--- src/rtl/reg_wb_scheduler_if.sv ---
// Decode, ALU/load writeback and register-file write-port signals of reg_wb_scheduler.
// The slave modport is the scheduler side; master is the decode/writeback/regfile side.
interface reg_wb_scheduler_if #(
    parameter int ADDR_W = 5,
    parameter int DATA_W = 32
);
    logic              issue_valid;
    logic [ADDR_W-1:0] issue_rd;
    logic [ADDR_W-1:0] rs1_addr;
    logic [ADDR_W-1:0] rs2_addr;
    logic              rs1_busy;
    logic              rs2_busy;
    logic              issue_stall;
    logic              alu_valid;
    logic              alu_ready;
    logic [ADDR_W-1:0] alu_rd;
    logic [DATA_W-1:0] alu_data;
    logic              mem_valid;
    logic              mem_ready;
    logic [ADDR_W-1:0] mem_rd;
    logic [DATA_W-1:0] mem_data;
    logic              REG_write_1;
    logic [ADDR_W-1:0] REG_address_wr;
    logic [DATA_W-1:0] REG_data_wb_in1;
    logic [ADDR_W:0]   busy_count;
    logic              wb_error;

    modport slave (
        input  issue_valid, issue_rd, rs1_addr, rs2_addr,
        input  alu_valid, alu_rd, alu_data, mem_valid, mem_rd, mem_data,
        output rs1_busy, rs2_busy, issue_stall, alu_ready, mem_ready,
        output REG_write_1, REG_address_wr, REG_data_wb_in1, busy_count, wb_error
    );

    modport master (
        output issue_valid, issue_rd, rs1_addr, rs2_addr,
        output alu_valid, alu_rd, alu_data, mem_valid, mem_rd, mem_data,
        input  rs1_busy, rs2_busy, issue_stall, alu_ready, mem_ready,
        input  REG_write_1, REG_address_wr, REG_data_wb_in1, busy_count, wb_error
    );
endinterface

--- src/rtl/reg_wb_scheduler.sv ---
// Round-robin share of the regfile write port between ALU and load writeback, plus busy scoreboard.
// Latency: a granted transfer appears on the write port one cycle later (registered).
// Backpressure: ready is the combinational grant; decode is held by combinational issue_stall.
module reg_wb_scheduler #(
    parameter int ADDR_W   = 5,
    parameter int DATA_W   = 32,
    parameter int NUM_REGS = 32
) (
    input  logic               clk,
    input  logic               rst,
    reg_wb_scheduler_if.slave  bus
);
    localparam int CNT_W = ADDR_W + 1;

    typedef enum logic {
        SRC_ALU = 1'b0,
        SRC_MEM = 1'b1
    } src_e;

    src_e              last_grant;
    logic [NUM_REGS-1:0] busy;
    logic [NUM_REGS-1:0] busy_nxt;
    logic              alu_gnt;
    logic              mem_gnt;
    logic              xfer;
    logic [ADDR_W-1:0] xfer_rd;
    logic [DATA_W-1:0] xfer_data;
    logic              stall;
    logic              set_en;
    logic              clr_req;
    logic              clr_eff;
    logic              clr_err;
    logic              wr_q;
    logic [ADDR_W-1:0] addr_q;
    logic [DATA_W-1:0] data_q;
    logic [CNT_W-1:0]  cnt_q;
    logic              err_q;

    always_comb begin
        alu_gnt = 1'b0;
        mem_gnt = 1'b0;
        if (!rst) begin
            if (bus.alu_valid && bus.mem_valid) begin
                alu_gnt = (last_grant == SRC_MEM);
                mem_gnt = (last_grant == SRC_ALU);
            end else begin
                alu_gnt = bus.alu_valid;
                mem_gnt = bus.mem_valid;
            end
        end
    end

    assign xfer      = alu_gnt || mem_gnt;
    assign xfer_rd   = mem_gnt ? bus.mem_rd   : bus.alu_rd;
    assign xfer_data = mem_gnt ? bus.mem_data : bus.alu_data;

    // No bypass: the regfile forwards its own write in the following cycle.
    assign stall = rst || (bus.issue_valid &&
                   (busy[bus.rs1_addr] || busy[bus.rs2_addr] ||
                    ((bus.issue_rd != '0) && busy[bus.issue_rd])));

    assign set_en  = bus.issue_valid && !stall && (bus.issue_rd != '0);
    assign clr_req = xfer && (xfer_rd != '0);
    assign clr_err = clr_req && !busy[xfer_rd];
    assign clr_eff = clr_req && busy[xfer_rd] && !(set_en && (bus.issue_rd == xfer_rd));

    always_comb begin
        busy_nxt = busy;
        if (clr_eff) busy_nxt[xfer_rd] = 1'b0;
        if (set_en)  busy_nxt[bus.issue_rd] = 1'b1;
        busy_nxt[0] = 1'b0;
    end

    always_ff @(posedge clk) begin
        if (rst) begin
            busy       <= '0;
            last_grant <= SRC_MEM;
            wr_q       <= 1'b0;
            addr_q     <= '0;
            data_q     <= '0;
            cnt_q      <= '0;
            err_q      <= 1'b0;
        end else begin
            busy <= busy_nxt;
            wr_q <= clr_req;
            if (clr_req) begin
                addr_q <= xfer_rd;
                data_q <= xfer_data;
            end
            if (xfer) last_grant <= mem_gnt ? SRC_MEM : SRC_ALU;
            if (clr_err) err_q <= 1'b1;
            case ({set_en, clr_eff})
                2'b10:   cnt_q <= cnt_q + CNT_W'(1);
                2'b01:   cnt_q <= cnt_q - CNT_W'(1);
                default: cnt_q <= cnt_q;
            endcase
        end
    end

    assign bus.alu_ready       = alu_gnt;
    assign bus.mem_ready       = mem_gnt;
    assign bus.rs1_busy        = busy[bus.rs1_addr];
    assign bus.rs2_busy        = busy[bus.rs2_addr];
    assign bus.issue_stall     = stall;
    assign bus.REG_write_1     = wr_q;
    assign bus.REG_address_wr  = addr_q;
    assign bus.REG_data_wb_in1 = data_q;
    assign bus.busy_count      = cnt_q;
    assign bus.wb_error        = err_q;
endmodule

--- src/flat_wrapper.sv ---
// flat-port wrapper written by rule: the top's interface ports become plain ports
module reg_wb_scheduler_flat 
#(
    parameter int ADDR_W   = 5,
    parameter int DATA_W   = 32,
    parameter int NUM_REGS = 32
)
  (clk, rst, bus_issue_valid, bus_issue_rd, bus_rs1_addr, bus_rs2_addr, bus_alu_valid, bus_alu_rd, bus_alu_data, bus_mem_valid, bus_mem_rd, bus_mem_data, bus_rs1_busy, bus_rs2_busy, bus_issue_stall, bus_alu_ready, bus_mem_ready, bus_REG_write_1, bus_REG_address_wr, bus_REG_data_wb_in1, bus_busy_count, bus_wb_error);
  reg_wb_scheduler_if #(.ADDR_W(ADDR_W), .DATA_W(DATA_W)) bus_i ();
  input  logic clk;
  input  logic rst;
  input wire logic [$bits(bus_i.issue_valid)-1:0] bus_issue_valid;
  input wire logic [$bits(bus_i.issue_rd)-1:0] bus_issue_rd;
  input wire logic [$bits(bus_i.rs1_addr)-1:0] bus_rs1_addr;
  input wire logic [$bits(bus_i.rs2_addr)-1:0] bus_rs2_addr;
  input wire logic [$bits(bus_i.alu_valid)-1:0] bus_alu_valid;
  input wire logic [$bits(bus_i.alu_rd)-1:0] bus_alu_rd;
  input wire logic [$bits(bus_i.alu_data)-1:0] bus_alu_data;
  input wire logic [$bits(bus_i.mem_valid)-1:0] bus_mem_valid;
  input wire logic [$bits(bus_i.mem_rd)-1:0] bus_mem_rd;
  input wire logic [$bits(bus_i.mem_data)-1:0] bus_mem_data;
  output wire logic [$bits(bus_i.rs1_busy)-1:0] bus_rs1_busy;
  output wire logic [$bits(bus_i.rs2_busy)-1:0] bus_rs2_busy;
  output wire logic [$bits(bus_i.issue_stall)-1:0] bus_issue_stall;
  output wire logic [$bits(bus_i.alu_ready)-1:0] bus_alu_ready;
  output wire logic [$bits(bus_i.mem_ready)-1:0] bus_mem_ready;
  output wire logic [$bits(bus_i.REG_write_1)-1:0] bus_REG_write_1;
  output wire logic [$bits(bus_i.REG_address_wr)-1:0] bus_REG_address_wr;
  output wire logic [$bits(bus_i.REG_data_wb_in1)-1:0] bus_REG_data_wb_in1;
  output wire logic [$bits(bus_i.busy_count)-1:0] bus_busy_count;
  output wire logic [$bits(bus_i.wb_error)-1:0] bus_wb_error;
  assign bus_i.issue_valid = bus_issue_valid;
  assign bus_i.issue_rd = bus_issue_rd;
  assign bus_i.rs1_addr = bus_rs1_addr;
  assign bus_i.rs2_addr = bus_rs2_addr;
  assign bus_i.alu_valid = bus_alu_valid;
  assign bus_i.alu_rd = bus_alu_rd;
  assign bus_i.alu_data = bus_alu_data;
  assign bus_i.mem_valid = bus_mem_valid;
  assign bus_i.mem_rd = bus_mem_rd;
  assign bus_i.mem_data = bus_mem_data;
  assign bus_rs1_busy = bus_i.rs1_busy;
  assign bus_rs2_busy = bus_i.rs2_busy;
  assign bus_issue_stall = bus_i.issue_stall;
  assign bus_alu_ready = bus_i.alu_ready;
  assign bus_mem_ready = bus_i.mem_ready;
  assign bus_REG_write_1 = bus_i.REG_write_1;
  assign bus_REG_address_wr = bus_i.REG_address_wr;
  assign bus_REG_data_wb_in1 = bus_i.REG_data_wb_in1;
  assign bus_busy_count = bus_i.busy_count;
  assign bus_wb_error = bus_i.wb_error;
  reg_wb_scheduler #(.ADDR_W(ADDR_W), .DATA_W(DATA_W), .NUM_REGS(NUM_REGS)) u_core (.clk(clk), .rst(rst), .bus(bus_i));
endmodule
--- config.mk ---
export PLATFORM = sky130hd
export DESIGN_NAME = reg_wb_scheduler_flat
export DESIGN_NICKNAME = d
export VERILOG_FILES = /design/src/rtl/reg_wb_scheduler_if.sv /design/src/rtl/reg_wb_scheduler.sv /design/src/flat_wrapper.sv
export SDC_FILE = /design/constraint.sdc
export NUM_CORES = 1
export LEC_CHECK = 0
export CORE_UTILIZATION = 53
export CTS_CLUSTER_SIZE = 16
export DETAILED_ROUTE_END_ITERATION = 16
export GPL_ROUTABILITY_DRIVEN = 0
export PLACE_DENSITY = 0.82
export SYNTH_ARGS = -nofsm -noshare
export SYNTH_HDL_FRONTEND = slang
export SYNTH_SLANG_ARGS = --single-unit
--- constraint.sdc ---
create_clock -name clk -period 11.2 [get_ports clk]
set_input_delay 2.24 -clock clk [delete_from_list [all_inputs] [get_ports clk]]
set_output_delay 2.24 -clock clk [all_outputs]
set_load 0.1 [all_outputs]
==> reports/qor.yml <==
status: "complete, no violations"
clk_pin_slew_ns: 0.08
overflow: 0
worst-slew-pin-transition_ns: 1.09
post-route-period-util_pct: 72.3
layout.nets: 846
cp.arrival_ns: 5.85
r2r_start: "u_core.last_grant$_SDFFE_PP1P_"
slew_headroom_pct: 27.2
dr.pass1.iters: 5
min_from: "u_core.bus.REG_address_wr[1]$_SDFFE_PP0P_"
switching_share_pct: 42.1
worstSkewPairLatency_ns: 0.36
synth_common_cells: "nand2_1 (101), dfxtp_1 (77), nor2_1 (55)"
synth_edf_count: 0
synthArstFlopShare_pct: 0
peakVddDrop_mv: 0.0956
dieArea_um2: 10600
reg2regPathDepth: 17
hold_violations: 0
synth.distinct_cells: 73
core_um2: 9820
post_cts_buffers: 0
syn_inst: 644
end_kind: "output port"
cp.required_ns: 8.96
grt_pass1_wl_mm: 26.3
crit_buf_inv: 2
synth_area_leaders: "dfxtp_1 (29%), mux2i_1 (8.3%), mux4_2 (7.1%)"
num_vias: 5698
wl_per_cell_um: 19.5
ant_nets: 0
fin_util_pct: 71.3
netlist_area_um2: 5400
htree_num_levels: 3
cp_top_family: "buffers and inverters"
cpMaxStageDelayCell: "clkdlybuf4s50_1"
io_buffer_count: 143
wirelength_mm: 17.2
skew_ns: 0.0100
max_stage_delay_ns: 1.19
synth_area_per_cell_um2: 8.39
drt_iter0_drc: 441
cap_violations: 0
drv_slew: 0
drive_gt1_share_pct: 9.04
clockRootBuffer: "clkbuf_8"
path_common_cell: "clkdlybuf4s50_1"
ff2ff_setup_slack_ns: 6.26
crit_path_start_kind: "input pin"
worstSetupPathType: "input pin to output port"
leakage_nw: 2.59
layout_setup_ws_ns: 3.11
post-route-drc-count: 0
dpl_cell_area_um2: 6800
internal_power_mw: 0.503
fin_setup_tns_ns: 0
yosys_warnings: 0
synth-seq-area-share_pct: 28.5
netlist.area_leader.share_pct: 28.5
ys_seq_elements: 77
p_comb_share_pct: 39.1
track_usage_pct: 32.1
setup_viol: 0
tritoncts: "yes"
finalInstanceArea_um2: 7000
fmax_mhz: 124
io_pins: 144
floorplan.initialDensity_pct: 55.0
clkSinkCount: 77
rows: 36
hold_buffers: 0
worstPathCellList: "clkdlybuf4s50_1 -> mux2i_1 -> mux4_2 -> or3_1 -> nand4_1 -> o31ai_1 -> nand2_1 -> clkdlybuf4s50_1"
rsz0062_at_grt: "false"
cp_max_fo: 23
synth-main-ff-cell: "dfxtp_1"
cts.path.max_buffers: 2
p_sw_mw: 0.366
die_w_um: 103
pwr-share-seq_pct: 35.1
pre_cts_slack_ns: 3.12
antenna_found_initial: 0
clock_power_share_pct: 25.8
yosysMostFrequentCell: "nand2_1"
synth_nets: 743
dpl.hpwl_mm: 12.3
fillCellCount: 806
min_path_cells: 2
cts_made_buffers: 9
grt_start_max_net_pins: 75
p_per_area_nw_per_um2: 124
diodes: 0
hold_path_end: "u_core.bus.REG_address_wr[1]$_SDFFE_PP0P_"
reg2reg_to: "u_core.bus.busy_count[5]$_SDFFE_PP0P_"
cts.repair.resized: 0
die_h_um: 103
synth_top_area_cell: "dfxtp_1"
grt_pass1_vias: 5191
hold_path_class: "flip-flop to flip-flop"
viasPerCell: 6.44
area_growth_pct: 29.6
fin_crit_ns: 8.09
-- state kept, by name, indices dropped and copies added, names as in the netlist --
| name | cells |
|---|---|
| u_core.bus.REG_data_wb_in1 | 32 |
| u_core.busy | 31 |
| u_core.bus.busy_count | 6 |
| u_core.bus.REG_address_wr | 5 |
| u_core.bus.REG_write_1 | 1 |
| u_core.bus.wb_error | 1 |
| u_core.last_grant | 1 |
-- cells in the final DEF (no fill, tap or decap), types with 8 or more instances in the layout --
| master | synthesis | layout |
|---|---|---|
| a211oi_1 | 8 | 8 |
| a21oi_1 | 14 | 14 |
| a311oi_1 | 36 | 36 |
| a41oi_1 | 18 | 18 |
| clkbuf_8 | 0 | 9 |
| clkdlybuf4s50_1 | 0 | 142 |
| dfxtp_1 | 77 | 77 |
| inv_1 | 14 | 14 |
| mux2i_1 | 45 | 45 |
| mux4_2 | 17 | 17 |
| nand2_1 | 101 | 101 |
| nand2b_1 | 17 | 17 |
| nand3_1 | 19 | 19 |
| nor2_1 | 55 | 55 |
| o21ai_0 | 17 | 17 |
| o2bb2ai_1 | 10 | 10 |
-- worst register-to-register path, cell delays in order, from the launching register on --
cell and delay, ns:
dfxtp_1 0.32, nand2_1 0.40, nand2_1 0.16, inv_2 0.72, o21ai_0 0.59, a2111oi_2 0.47
nand3_2 0.19, or3_4 0.42, clkinv_2 0.11, ha_1 0.23, a21o_1 0.17, a21oi_1 0.24
nor2b_1 0.08, o21ai_0 0.16, nand2b_1 0.09, nor4_1 0.23, o21ai_0 0.11, nor3b_1 0.14
-- power by group through the flow --
stage               clock, mW  combinational [mW]  sequential [mW]
global route            0.240               0.357            0.307
global placement            0               0.332            0.310
detailed placement          0               0.337            0.311
CTS                     0.225               0.338            0.305
floorplan                   0               0.118            0.434
finish                  0.224               0.340            0.305
-- how the worst max path moves through the flow --
stage,from,end,cells after the start
finish,bus_issue_rd[0],bus_issue_stall,8
global route,bus_issue_rd[0],bus_issue_stall,8
CTS,bus_issue_rd[0],bus_issue_stall,8
detailed placement,bus_issue_rd[0],bus_issue_stall,8
global placement,bus_issue_rd[0],bus_issue_stall,8
floorplan,bus_rs2_addr[1],bus_issue_stall,7
-- area by class of cell --
class	count	area, um2	share of cell area (%)
clock inverter	7	81.3	1.16
timing repair buffer	149	1470	21.0
sequential	77	1540	22.0
clock buffer	9	124	1.77
tap	133	166	2.38
inverter	16	61.3	0.876
multi-input combinational	494	3550	50.8
-- layer usage --
metal  GRT usage (%)  vias to the layer above  wire (um)
li1                -                     2622          -
met1            42.4                     2716       6950
met2            51.0                      309       8150
met3            6.51                       51       1650
met4            13.4                        0        483
met5               0                        -          0
-- kinds of logic after synthesis --
group,after synthesis,synth area share [%]
adders and majority gates,5,1.30
and+or+nand+nor,247,21.8
DFF,77,28.5
AOI/OAI and AO/OA,166,24.5
buffers and inverters,73,5.95
xor gates and xnor gates,8,1.30
muxes,68,16.7
-- through the flow --
stage	hold WS [ns]	total power, mW	cells
after floorplan	0.469	0.552	644
final	0.484	0.869	885
after CTS	0.485	0.868	885
after global placement	0.459	0.642	869
after global routing	0.504	0.904	885
after detailed placement	0.467	0.648	869
Note: power is estimated with default switching activity, not from simulation.
